`config.mk`:
```
export PLATFORM = sky130hd
export DESIGN_NAME = bus_top
export DESIGN_NICKNAME = d
export VERILOG_FILES = /design/src/rtl/bus_pkg.sv /design/src/rtl/bus_addr_dec.sv /design/src/rtl/bus_arbiter.sv /design/src/rtl/bus_master_mux.sv /design/src/rtl/bus_slave_mux.sv /design/src/rtl/bus_top.sv
export SDC_FILE = /design/constraint.sdc
export NUM_CORES = 1
export LEC_CHECK = 0
export CAP_MARGIN = 30
export CORE_AREA = 2 2 247 249
export CTS_CLUSTER_SIZE = 12
export DETAILED_ROUTE_END_ITERATION = 10
export DIE_AREA = 0 0 249 251
export SETUP_SLACK_MARGIN = 0.3
export SLEW_MARGIN = 0
export SYNTH_ARGS = -nofsm -noshare
export SYNTH_HDL_FRONTEND = slang
export SYNTH_HIERARCHICAL = 1
export SYNTH_SLANG_ARGS = --single-unit
```
`constraint.sdc`:
```
create_clock -name clk -period 3.7 [get_ports clk]
set_input_delay 0.37 -clock clk [delete_from_list [all_inputs] [get_ports clk]]
set_output_delay 0.37 -clock clk [all_outputs]
set_load 0.1 [all_outputs]
```
`src/rtl/bus_pkg.sv`:
```
// Shared bus definitions: widths, access-type encodings and agent counts
// used by the arbiter, the muxes and the address decoder.
package bus_pkg;

  localparam int BUS_ADDR_WIDTH  = 30;
  localparam int BUS_DATA_WIDTH  = 32;
  localparam int OWNER_WIDTH     = 2;
  localparam int SLAVE_IDX_WIDTH = 3;
  localparam int NUM_MASTERS     = 4;
  localparam int NUM_SLAVES      = 8;

  localparam logic ACCESS_READ  = 1'b1;
  localparam logic ACCESS_WRITE = 1'b0;

endpackage

```
`src/rtl/bus_addr_dec.sv`:
```
// Turns the top address bits into one chip select per equal-sized slave
// region; deliberately ignores the address strobe.
module bus_addr_dec
  import bus_pkg::*;
(
  input  logic [SLAVE_IDX_WIDTH-1:0] slave_index,
  output logic [NUM_SLAVES-1:0]      cs
);

  assign cs = NUM_SLAVES'(1) << slave_index;

endmodule

```
`src/rtl/bus_arbiter.sv`:
```
// Round-robin bus arbiter: holds the owner register and decodes it into
// one-hot grants. The owner keeps the bus until it drops its request.
module bus_arbiter
  import bus_pkg::*;
(
  input  logic                   clk,
  input  logic                   rst_,
  input  logic [NUM_MASTERS-1:0] req,
  output logic [OWNER_WIDTH-1:0] owner,
  output logic [NUM_MASTERS-1:0] grnt
);

  logic [OWNER_WIDTH-1:0] owner_next;
  logic [OWNER_WIDTH-1:0] cand;

  // Scan from the farthest candidate back to owner+1 so the nearest
  // requester in rotation order wins.
  always_comb begin
    owner_next = owner;
    cand       = owner;
    if (!req[owner]) begin
      for (int i = NUM_MASTERS - 1; i >= 1; i--) begin
        cand = owner + OWNER_WIDTH'(i);
        if (req[cand]) owner_next = cand;
      end
    end
  end

  always_ff @(posedge clk or posedge rst_) begin
    if (rst_) owner <= '0;
    else      owner <= owner_next;
  end

  assign grnt = NUM_MASTERS'(1) << owner;

endmodule

```
`src/rtl/bus_master_mux.sv`:
```
// Forwards the bus owner's strobe, address, access type and write data to
// the shared slave-side signals.
module bus_master_mux
  import bus_pkg::*;
#(
  parameter int ADDR_WIDTH = BUS_ADDR_WIDTH,
  parameter int DATA_WIDTH = BUS_DATA_WIDTH
) (
  input  logic [OWNER_WIDTH-1:0]            owner,
  input  logic [NUM_MASTERS-1:0]            as,
  input  logic [NUM_MASTERS-1:0]            wr,
  input  logic [NUM_MASTERS*ADDR_WIDTH-1:0] addr,
  input  logic [NUM_MASTERS*DATA_WIDTH-1:0] wr_data,
  output logic                              slave_as,
  output logic [ADDR_WIDTH-1:0]             slave_addr,
  output logic                              slave_wr,
  output logic [DATA_WIDTH-1:0]             slave_wr_data
);

  always_comb begin
    slave_as      = 1'b0;
    slave_addr    = '0;
    slave_wr      = ACCESS_READ;
    slave_wr_data = '0;
    for (int m = 0; m < NUM_MASTERS; m++) begin
      if (owner == OWNER_WIDTH'(m)) begin
        slave_as      = as[m];
        slave_addr    = addr[m*ADDR_WIDTH +: ADDR_WIDTH];
        slave_wr      = wr[m];
        slave_wr_data = wr_data[m*DATA_WIDTH +: DATA_WIDTH];
      end
    end
  end

endmodule

```
`src/rtl/bus_slave_mux.sv`:
```
// Returns ready and read data from the selected slave; with no chip select
// active both fall back to zero.
module bus_slave_mux
  import bus_pkg::*;
#(
  parameter int DATA_WIDTH = BUS_DATA_WIDTH
) (
  input  logic [NUM_SLAVES-1:0]            cs,
  input  logic [NUM_SLAVES-1:0]            rdy,
  input  logic [NUM_SLAVES*DATA_WIDTH-1:0] out_data,
  output logic                             master_rdy,
  output logic [DATA_WIDTH-1:0]            master_data
);

  always_comb begin
    master_rdy  = 1'b0;
    master_data = '0;
    for (int s = 0; s < NUM_SLAVES; s++) begin
      if (cs[s]) begin
        master_rdy  = rdy[s];
        master_data = out_data[s*DATA_WIDTH +: DATA_WIDTH];
      end
    end
  end

endmodule

```
`src/rtl/bus_top.sv`:
```
// Four-master, eight-slave shared bus: wires the arbiter, master mux,
// address decoder and slave mux together. Only the arbiter holds state.
module bus_top
  import bus_pkg::*;
#(
  parameter int ADDR_WIDTH = BUS_ADDR_WIDTH,
  parameter int DATA_WIDTH = BUS_DATA_WIDTH
) (
  input  logic                  clk,
  input  logic                  rst_,
  input  logic                  master_0_req,
  input  logic                  master_0_as,
  input  logic [ADDR_WIDTH-1:0] master_0_addr,
  input  logic                  master_0_wr,
  input  logic [DATA_WIDTH-1:0] master_0_wr_data,
  output logic                  master_0_grnt,
  input  logic                  master_1_req,
  input  logic                  master_1_as,
  input  logic [ADDR_WIDTH-1:0] master_1_addr,
  input  logic                  master_1_wr,
  input  logic [DATA_WIDTH-1:0] master_1_wr_data,
  output logic                  master_1_grnt,
  input  logic                  master_2_req,
  input  logic                  master_2_as,
  input  logic [ADDR_WIDTH-1:0] master_2_addr,
  input  logic                  master_2_wr,
  input  logic [DATA_WIDTH-1:0] master_2_wr_data,
  output logic                  master_2_grnt,
  input  logic                  master_3_req,
  input  logic                  master_3_as,
  input  logic [ADDR_WIDTH-1:0] master_3_addr,
  input  logic                  master_3_wr,
  input  logic [DATA_WIDTH-1:0] master_3_wr_data,
  output logic                  master_3_grnt,
  output logic                  slave_as,
  output logic [ADDR_WIDTH-1:0] slave_addr,
  output logic                  slave_wr,
  output logic [DATA_WIDTH-1:0] slave_wr_data,
  output logic                  slave_0_cs,
  output logic                  slave_1_cs,
  output logic                  slave_2_cs,
  output logic                  slave_3_cs,
  output logic                  slave_4_cs,
  output logic                  slave_5_cs,
  output logic                  slave_6_cs,
  output logic                  slave_7_cs,
  input  logic                  slave_0_rdy,
  input  logic                  slave_1_rdy,
  input  logic                  slave_2_rdy,
  input  logic                  slave_3_rdy,
  input  logic                  slave_4_rdy,
  input  logic                  slave_5_rdy,
  input  logic                  slave_6_rdy,
  input  logic                  slave_7_rdy,
  input  logic [DATA_WIDTH-1:0] slave_0_out_data,
  input  logic [DATA_WIDTH-1:0] slave_1_out_data,
  input  logic [DATA_WIDTH-1:0] slave_2_out_data,
  input  logic [DATA_WIDTH-1:0] slave_3_out_data,
  input  logic [DATA_WIDTH-1:0] slave_4_out_data,
  input  logic [DATA_WIDTH-1:0] slave_5_out_data,
  input  logic [DATA_WIDTH-1:0] slave_6_out_data,
  input  logic [DATA_WIDTH-1:0] slave_7_out_data,
  output logic                  master_rdy,
  output logic [DATA_WIDTH-1:0] master_data
);

  logic [OWNER_WIDTH-1:0] owner;
  logic [NUM_MASTERS-1:0] grnt;
  logic [NUM_SLAVES-1:0]  cs;

  bus_arbiter u_arbiter (
    .clk   (clk),
    .rst_  (rst_),
    .req   ({master_3_req, master_2_req, master_1_req, master_0_req}),
    .owner (owner),
    .grnt  (grnt)
  );

  assign {master_3_grnt, master_2_grnt, master_1_grnt, master_0_grnt} = grnt;

  bus_master_mux #(
    .ADDR_WIDTH (ADDR_WIDTH),
    .DATA_WIDTH (DATA_WIDTH)
  ) u_master_mux (
    .owner         (owner),
    .as            ({master_3_as, master_2_as, master_1_as, master_0_as}),
    .wr            ({master_3_wr, master_2_wr, master_1_wr, master_0_wr}),
    .addr          ({master_3_addr, master_2_addr, master_1_addr, master_0_addr}),
    .wr_data       ({master_3_wr_data, master_2_wr_data, master_1_wr_data, master_0_wr_data}),
    .slave_as      (slave_as),
    .slave_addr    (slave_addr),
    .slave_wr      (slave_wr),
    .slave_wr_data (slave_wr_data)
  );

  bus_addr_dec u_addr_dec (
    .slave_index (slave_addr[ADDR_WIDTH-1 -: SLAVE_IDX_WIDTH]),
    .cs          (cs)
  );

  assign {slave_7_cs, slave_6_cs, slave_5_cs, slave_4_cs,
          slave_3_cs, slave_2_cs, slave_1_cs, slave_0_cs} = cs;

  bus_slave_mux #(
    .DATA_WIDTH (DATA_WIDTH)
  ) u_slave_mux (
    .cs          (cs),
    .rdy         ({slave_7_rdy, slave_6_rdy, slave_5_rdy, slave_4_rdy,
                   slave_3_rdy, slave_2_rdy, slave_1_rdy, slave_0_rdy}),
    .out_data    ({slave_7_out_data, slave_6_out_data, slave_5_out_data, slave_4_out_data,
                   slave_3_out_data, slave_2_out_data, slave_1_out_data, slave_0_out_data}),
    .master_rdy  (master_rdy),
    .master_data (master_data)
  );

endmodule

```
==> run_results.csv <==
group,metric,value,unit
cells_and_area,finalNetCount,1589,
yosys,yosysTopAreaCell,"mux4_2",
min_path,min_path_type,"primary input to async pin",
cells_and_area,fill_cells,6437,
place,gp_congestion,0.885,
yosys,synth.most_common_cell,"a221o_1",
detailed_routing,avgRoutedWirePerCell,25.1,um
detailed_routing,drtIter0Drc,289,
place,placed_area,12400,um^2
yosys,synth_nets,953,
die,die-width,249,um
clock_tree,htree_levels,1,
global_routing,grt_max_degree,69,
cells_and_area,drive_gt1_share,30.2,%
timing,rsz0062_at_grt,"true",
timing,worstMarginPinSlew,0.917,ns
clock_tree,cts.path.max_buffers,2,
yosys,synth.area.top_cells,"mux4_2 33%, a221o_1 15%, o2111ai_1 7.0%",
yosys,async_flop_share,100,%
worst_setup_path,max_stage_delay,0.60,ns
place,port_buffers,634,
cells_and_area,largestRegisters,"u_arbiter/owner: 2 flops",
global_routing,grt_usage,13.3,%
detailed_routing,routed_wl,46.3,mm
worst_setup_path,critPathArrivalTime,2.98,ns
cells_and_area,regMostFlops,"u_arbiter/owner",
worst_setup_path,cp_top_family,"buffers and inverters",
worst_setup_path,crit_path_frequent_cell,"buf_12",
timing,finalHoldViolCount,0,
clock_tree,cts_buffers,3,
clock_tree,clock_sinks,2,
detailed_routing,first_pass_iters,4,
worst_setup_path,r2r_cells,7,
clock_tree,cts_tree,"yes",
detailed_routing,drc,0,
detailed_routing,vias,7324,
timing,finClkSkew,0.000521,ns
yosys,synth_common_cells,"63 x a221o_1, 61 x mux4_2, 35 x o21ai_1",
timing,fmax,0.298,GHz
cells_and_area,seq_area,55.1,um^2
global_routing,antenna_found_initial,6,
timing,min_period,3.35,ns
cells_and_area,multiInputGateArea,4410,um^2
yosys,ys.warnings.count,6,
cells_and_area,largest_reg_flops,2,
clock_tree,clkLatencyLatePin,0.22,ns
die,core,59800,um^2
yosys,synth_cell_types,41,
die,core.rowCount,90,
die,die_area,62500,um^2
worst_setup_path,cp-start-kind,"primary input",
global_routing,grt_pass1_wl,59.5,mm
timing,setup_viol,0,
yosys,synth_ff_type,"dfrtp_1",
timing,relSlewSlack,38.8,%
timing,min_period_over_period,90.6,%
timing,hold-worst-slack,0.340,ns
timing,report.final.slew_viol_count,0,
job,maxCapViolations,0,
yosys,synth_area_per_cell,9.71,um^2
clock_tree,ctsHoldBuffers,0,
place,dp_hpwl,38.2,mm
global_routing,grt_pass1_vias,7779,
detailed_routing,ant_nets,0,
worst_setup_path,critPathMaxFanout,15,
clock_tree,cts-root-buf,"clkbuf_16",
yosys,synth_edf_count,0,
cells_and_area,final_area,12900,um^2
detailed_routing,vias_per_cell,3.98,
worst_setup_path,cp_num_buf_inv,5,
yosys,ys_seq_area_share,1.22,%
yosys,synth_top_area_share,33.5,%
clock_tree,clk_pin_slew_worst_paths,0.03,ns
die,initial_core_util,6.87,%
yosys,netlist_area,4110,um^2
worst_setup_path,path_depth,10,
worst_setup_path,crit_chain,"clkdlybuf4s50_1, mux4_2, and3b_2, buf_4, nor2_4, buf_12, clkbuf_16, o2111ai_2, a31oi_4, buf_12",
global_routing,grt.overflow.total,0,
worst_setup_path,crit_slowest_cell,"mux4_2",
yosys,netlist_instances,423,
die,io_pins,635,
worst_setup_path,cp.required,3.33,ns
cells_and_area,area.growth.synth_to_final,215,%
worst_setup_path,critical_path_class,"primary input to output port",
worst_setup_path,end_kind,"output port",
yosys,synth-seq-cells,2,
die,die_y,251,um
outcome,status,"complete, no violations",
## area by class of cell
cell class	instances	share of cell area (%)
diodes	1	0.0193
clock buffers	3	0.580
inverters	8	0.252
multi-input cells	353	34.1
flip-flops and latches	2	0.426
well taps	782	7.57
repair buffers	691	57.0
## final timing paths
path	start	endpoint	slack [ns]
setup reg to reg	u_arbiter/owner[1]$_DFFE_PP0P_	u_arbiter/owner[0]$_DFFE_PP0P_	0.80
min in group clk	master_1_req	u_arbiter/owner[0]$_DFFE_PP0P_	1.08
setup / recovery	master_2_addr[28]	master_data[26]	0.35
hold reg to reg	u_arbiter/owner[1]$_DFFE_PP0P_	u_arbiter/owner[1]$_DFFE_PP0P_	1.35
hold / removal	rst_	u_arbiter/owner[1]$_DFFE_PP0P_	0.34
max in group asynchronous	rst_	u_arbiter/owner[0]$_DFFE_PP0P_	3.22
## worst register-to-register path, delay by kind of cell, from the launching register on
family | cells | cell delay, ns
buffers and inverters | 2 | 0.83
adders and majority gates | 1 | 0.38
AOI/OAI and AO/OA | 3 | 0.45
DFF | 1 | 0.57
muxes | 1 | 0.53
## layer usage
layer  global-route usage (%)  up-vias  wire (um)
li1                         -     3197          -
met5                        0        -         12
met4                     3.27        2       1460
met3                     2.60       64       3350
met1                     14.0     3546      16500
met2                     26.6      515      25000
## logic make-up (layout without fill, tap and decap cells)
group | Yosys count | in the layout | share of synthesized area, %
other | 0 | 1 | 0
flip-flops | 2 | 2 | 1.22
AND/OR/NAND/NOR | 64 | 64 | 9.69
multiplexers | 69 | 71 | 37.1
AO/OA/AOI/OAI | 214 | 214 | 39.4
buffers and inverters | 70 | 702 | 11.4
adder cells (fa/ha/maj) | 4 | 4 | 1.22
## per-stage QoR
stage | std cells | setup TNS [ns] | util, % | setup WS (ns)
final | 1840 | 0 | 21.6 | 0.349
after global routing | 1840 | 0 | 21.6 | 0.266
after CTS | 1827 | 0 | 21.2 | 0.300
after detailed placement | 1807 | 0 | 20.7 | 0.0677
after global placement | 1807 | 0 | 20.7 | 0.0519
after floorplan | 423 | -19.22 | - | -0.590
## layout by cell type (no fill, tap or decap), types with 3 or more instances in the layout
| cell | count |
|---|---|
| buf_6 | 7 |
| buf_12 | 56 |
| a31oi_4 | 33 |
| nand2b_1 | 33 |
| nand2_1 | 6 |
| and3b_2 | 3 |
| o2111ai_2 | 30 |
| mux4_1 | 4 |
| nor3b_4 | 3 |
| clkbuf_16 | 8 |
| mux4_2 | 63 |
| clkdlybuf4s50_1 | 521 |
| ha_1 | 4 |
| nor2_1 | 3 |
| a21oi_1 | 6 |
| inv_1 | 6 |
| buf_16 | 3 |
| o21ai_1 | 35 |
| a221o_1 | 63 |
| o22ai_1 | 34 |
| buf_4 | 95 |
## repair_timing
action | 4_1_cts | 5_1_grt
pin swaps | 21 | 16
endpoints found under the hold margin | 0 | 0
setup endpoints to repair | 33 | 33
resized for setup | 13 | 10
gates cloned | 3 | 7
setup buffers | 14 | 5
Power is left out: the tool's default activity adds up to more than one toggle a clock period on the data nets, which glitch-free logic cannot reach.
